--- config.mk ---
export PLATFORM = sky130hd
export DESIGN_NAME = mips_multicycle_controller
export DESIGN_NICKNAME = d
export VERILOG_FILES = /design/src/rtl/mips_multicycle_controller.sv
export SDC_FILE = /design/constraint.sdc
export NUM_CORES = 1
export LEC_CHECK = 0
export CAP_MARGIN = 0
export CORE_AREA = 2 2 41 43
export CTS_BUF_LIST = sky130_fd_sc_hd__clkbuf_4
export CTS_CLUSTER_SIZE = 40
export DETAILED_ROUTE_END_ITERATION = 8
export DIE_AREA = 0 0 43 45
export GPL_TIMING_DRIVEN = 0
export PLACE_DENSITY_LB_ADDON = 0.25
export SYNTH_ARGS = -nofsm -noshare
export SYNTH_HDL_FRONTEND = slang
export SYNTH_SLANG_ARGS = --single-unit
--- constraint.sdc ---
create_clock -name clk -period 3.85 [get_ports clk]
set_input_delay 0.5775 -clock clk [delete_from_list [all_inputs] [get_ports clk]]
set_output_delay 0.5775 -clock clk [all_outputs]
set_load 0.02 [all_outputs]
--- src/rtl/mips_multicycle_controller.sv ---
// mips_multicycle_controller: Moore FSM sequencing the multicycle MIPS datapath
module mips_multicycle_controller (
  input  logic       clk,
  input  logic       rst,
  input  logic [5:0] opcode,
  input  logic       zero,
  output logic       pc_load,
  output logic       iord,
  output logic       mem_read,
  output logic       mem_write,
  output logic       ir_write,
  output logic [1:0] reg_dst,
  output logic       mem_to_reg,
  output logic       reg_write,
  output logic       alu_src_a,
  output logic [1:0] alu_src_b,
  output logic [1:0] aluop,
  output logic [1:0] pc_src
);
  typedef enum logic [3:0] {
    FETCH, DECODE, MEM_ADDR, MEM_RD, LOAD_WB, MEM_WR, R_EXEC,
    R_WB, BEQ, ADDI_EXEC, SLTI_EXEC, I_WB, JUMP
  } state_t;
  state_t state, state_n, cur;
  logic [5:0] op_q;
  always_ff @(posedge clk) begin
    if (rst) begin
      state <= FETCH;
      op_q  <= 6'b000000;
    end else begin
      state <= state_n;
      if (state == DECODE) op_q <= opcode;
    end
  end
  always_comb begin
    state_n = FETCH;
    case (state)
      FETCH:     state_n = DECODE;
      DECODE:    case (opcode)
                   6'b000000:            state_n = R_EXEC;
                   6'b100011, 6'b101011: state_n = MEM_ADDR;
                   6'b000100:            state_n = BEQ;
                   6'b001000:            state_n = ADDI_EXEC;
                   6'b001010:            state_n = SLTI_EXEC;
                   6'b000010:            state_n = JUMP;
                   default:              state_n = FETCH;
                 endcase
      MEM_ADDR:  state_n = (op_q == 6'b100011) ? MEM_RD : MEM_WR;
      MEM_RD:    state_n = LOAD_WB;
      R_EXEC:    state_n = R_WB;
      ADDI_EXEC: state_n = I_WB;
      SLTI_EXEC: state_n = I_WB;
      default:   state_n = FETCH;
    endcase
  end
  // Outputs show FETCH while reset is held, so any in-flight write is dropped at once
  assign cur = rst ? FETCH : state;
  always_comb begin
    pc_load    = 1'b0;
    iord       = 1'b0;
    mem_read   = 1'b0;
    mem_write  = 1'b0;
    ir_write   = 1'b0;
    reg_dst    = 2'b00;
    mem_to_reg = 1'b0;
    reg_write  = 1'b0;
    alu_src_a  = 1'b0;
    alu_src_b  = 2'b00;
    aluop      = 2'b00;
    pc_src     = 2'b00;
    case (cur)
      FETCH: begin
        mem_read  = 1'b1;
        ir_write  = 1'b1;
        alu_src_b = 2'b01;
        pc_load   = 1'b1;
      end
      DECODE:    alu_src_b = 2'b11;
      MEM_ADDR: begin
        alu_src_a = 1'b1;
        alu_src_b = 2'b10;
      end
      MEM_RD: begin
        mem_read = 1'b1;
        iord     = 1'b1;
      end
      LOAD_WB: begin
        reg_write  = 1'b1;
        mem_to_reg = 1'b1;
      end
      MEM_WR: begin
        mem_write = 1'b1;
        iord      = 1'b1;
      end
      R_EXEC: begin
        alu_src_a = 1'b1;
        aluop     = 2'b10;
      end
      R_WB: begin
        reg_write = 1'b1;
        reg_dst   = 2'b01;
      end
      BEQ: begin
        alu_src_a = 1'b1;
        aluop     = 2'b01;
        pc_src    = 2'b01;
        pc_load   = zero;
      end
      ADDI_EXEC: begin
        alu_src_a = 1'b1;
        alu_src_b = 2'b10;
      end
      SLTI_EXEC: begin
        alu_src_a = 1'b1;
        alu_src_b = 2'b10;
        aluop     = 2'b11;
      end
      I_WB:      reg_write = 1'b1;
      JUMP: begin
        pc_src  = 2'b10;
        pc_load = 1'b1;
      end
      default: ;
    endcase
  end
endmodule

==> flow_summary.ini <==
[critical_path]
end_kind = primary output
crit_path_start_kind = register
critPathMaxFanout = 10
crit_arrival_ns = 2.28
critPathSlowestCell = clkdlybuf4s50_1
slowest_delay_ns = 0.65
worstPathRequired_ns = 3.27
crit_family = buffers and inverters
ff2ff_setup_slack_ns = 2.12
path_buf_inv = 3
worstPathCellList = clkbuf_1, buf_2, nor2b_1, nor2_1, nor4b_1, clkdlybuf4s50_1
critPathKind = reg2out

[synthesis]
synthXorXnorAreaFrac_pct = 3.784
synth_compound_area_share_pct = 18.56
yosysWarnings = 0
synth_edf_count = 0
netlist_area_um2 = 694.4
yosys.area_share.simple_pct = 31.89
netlist.area_leader.share_pct = 28.83
synth_top_family_by_area = simple AND/OR/NAND/NOR gates
synthAdderAreaFrac_pct = 0
async_flop_share_pct = 0
synth_top_area_cell = dfxtp_1
synthTopCellsByArea = dfxtp_1 29%, mux2i_1 8.6%, nor2_1 6.5%
synth_seq_cells = 10
syn_nets = 101
yosysUniqueCellTypes = 37
yosysSeqAreaShare_pct = 28.83
synth_cells = 92
synth_mux_area_share_pct = 8.649
syn-mean-instance-area_um2 = 7.548
synth_ff_type = dfxtp_1

[routing]
ant_nets = 0
vias = 761
wire_per_inst_um = 12.81
drt-initial-drc-count = 5
avgViaCountPerCell = 5.722
dr.pass1.iters = 4
drc = 0
drt_wl_total_mm = 1.704

[timing]
fin_worst_skew_ns = 0.008380
clock.fmax_mhz = 349.4
fin_tns_setup_ns = 0
finalHoldViolCount = 0
rsz0062_at_grt = false
finalCriticalPeriod_ns = 2.862
final-max-slew-violation-count = 0
relSlewSlack_pct = 55.80
finalCritPeriodShare_pct = 74.34
final-setup-viol-count = 0
tightest_slew_ns = 0.6593

[cts]
clock_latency_ns = 0.27
htree_levels = 1
clk_pin_slew_ns = 0.05
cts_setup_buffers = 0
cts_sinks = 10
cts_resized = 0
numCtsBuffers = 3
cts_tree = done
hold_buffers = 0
cts_buffer_depth = 2
cts_root_buffer = clkbuf_4

[grt]
grt_use_total_pct = 20.25
overflow = 0
first_global_vias = 667
antenna_found_initial = 0
grt_pass1_wl_mm = 2.953
grt_max_degree = 11

[floorplanning]
coreArea_um2 = 1471
core.rowCount = 14
die_h_um = 45
start_util_pct = 47.19
ios = 25
die_w_um = 43
dieArea_um2 = 1935

[pwr]
leakage_nw = 0.3470
peakVddDrop_mv = 0.1991
power_density_nw_per_um2 = 251.5

[cells_and_area]
nNetsFinal = 128
multiInputGateArea_um2 = 440.4
fin_cells = 133
final_common_cell = clkdlybuf4s50_1
syn_to_final_growth_pct = 37.84
final_cell_mix = 22 x clkdlybuf4s50_1, 12 x nor2_1, 10 x dfxtp_1
register_area_um2 = 200.2
fillers = 130
n_antenna_cell = 0
drive_gt1_share_pct = 6.838

[placement]
hpwl_mm = 1.321
gp_congestion = 0.8880
port_buffers = 22
dp.cells = 130

[job]
max_cap_violations = 0

[status]
status = finished, final reports clean

[worst_hold_path]
holdCritPathClass = reg2reg
-- metrics by stage --
| step | cell area [um^2] | hold WS (ns) | worst slack, ns | total power, mW | util, % |
|---|---|---|---|---|---|
| global route | 957.2 | 0.5173 | 0.7728 | 0.2537 | 65.05 |
| detailed placement | 934.6 | 0.4788 | 1.125 | 0.1730 | 63.52 |
| floorplan | 694.4 | 0.4509 | 0.9279 | 0.1494 | - |
| global placement | 934.6 | 0.4643 | 1.151 | 0.1718 | 63.52 |
| finish | 957.2 | 0.4872 | 0.9879 | 0.2407 | 65.05 |
| CTS | 957.2 | 0.4922 | 0.9958 | 0.2422 | 65.05 |
-- Yosys cell counts, drive strengths merged, types with 2 or more instances --
cell type  number
nor4            5
a21o            2
mux2i           6
nand2           6
dfxtp          10
clkbuf          8
xnor2           2
a21boi          2
a31oi           2
a21oi           3
nor4b           2
nor2           12
buf             2
inv             3
nand2b          3
nor3            5
nand3           2
-- registers in the layout, indices dropped and copies added (netlist names) --
register  flops
state         4
op_q          6
-- layer usage --
layer / global-route usage (%) / part of all wire, % / vias up / routed length [um]
li1: - / - / 384 / -
met1: 26.17 / 46 / 346 / 779
met2: 31.82 / 46 / 26 / 789
met3: 4.800 / 5.9 / 5 / 100
met4: 10.30 / 2.1 / 0 / 36
met5: 0 / 0 / - / 0
-- path summary, 6_finish.rpt --
path | startpoint | to | depth (start not counted)
max | state[2]$_SDFF_PP0_ | aluop[1] | 6
min | op_q[2]$_SDFFE_PP0P_ | op_q[2]$_SDFFE_PP0P_ | 2
max reg2reg | state[0]$_SDFF_PP0_ | op_q[1]$_SDFFE_PP0P_ | 5
min reg2reg | op_q[2]$_SDFFE_PP0P_ | op_q[2]$_SDFFE_PP0P_ | 2
-- cell type report --
cell class / instances / area share (%)
Multi-Input combinational cell: 69 / 46.01
Timing Repair Buffer: 22 / 23.01
Sequential cell: 10 / 20.92
Buffer: 10 / 4.444
Clock buffer: 3 / 2.353
Tap cell: 16 / 2.092
Inverter: 3 / 1.176
-- logic make-up after synthesis --
kind of cell           Yosys count
AO/OA/AOI/OAI                   18
XOR/XNOR                         3
buffers and inverters           13
flip-flops                      10
multiplexers                     6
other                            1
AND/OR/NAND/NOR                 41
-- worst min-delay path: cells and delay by family (launching register included) --
family,cells,cell delay (ns)
flops,1,0.32
mux,1,0.06
simple gates,1,0.07
-- power breakdown --
part	switching, mW	internal, mW
registers	0.00227	0.109
clock network	0.0336	0.0360
logic	0.0330	0.0269
total	0.0689	0.172
Note: power is estimated with default switching activity, not from simulation.
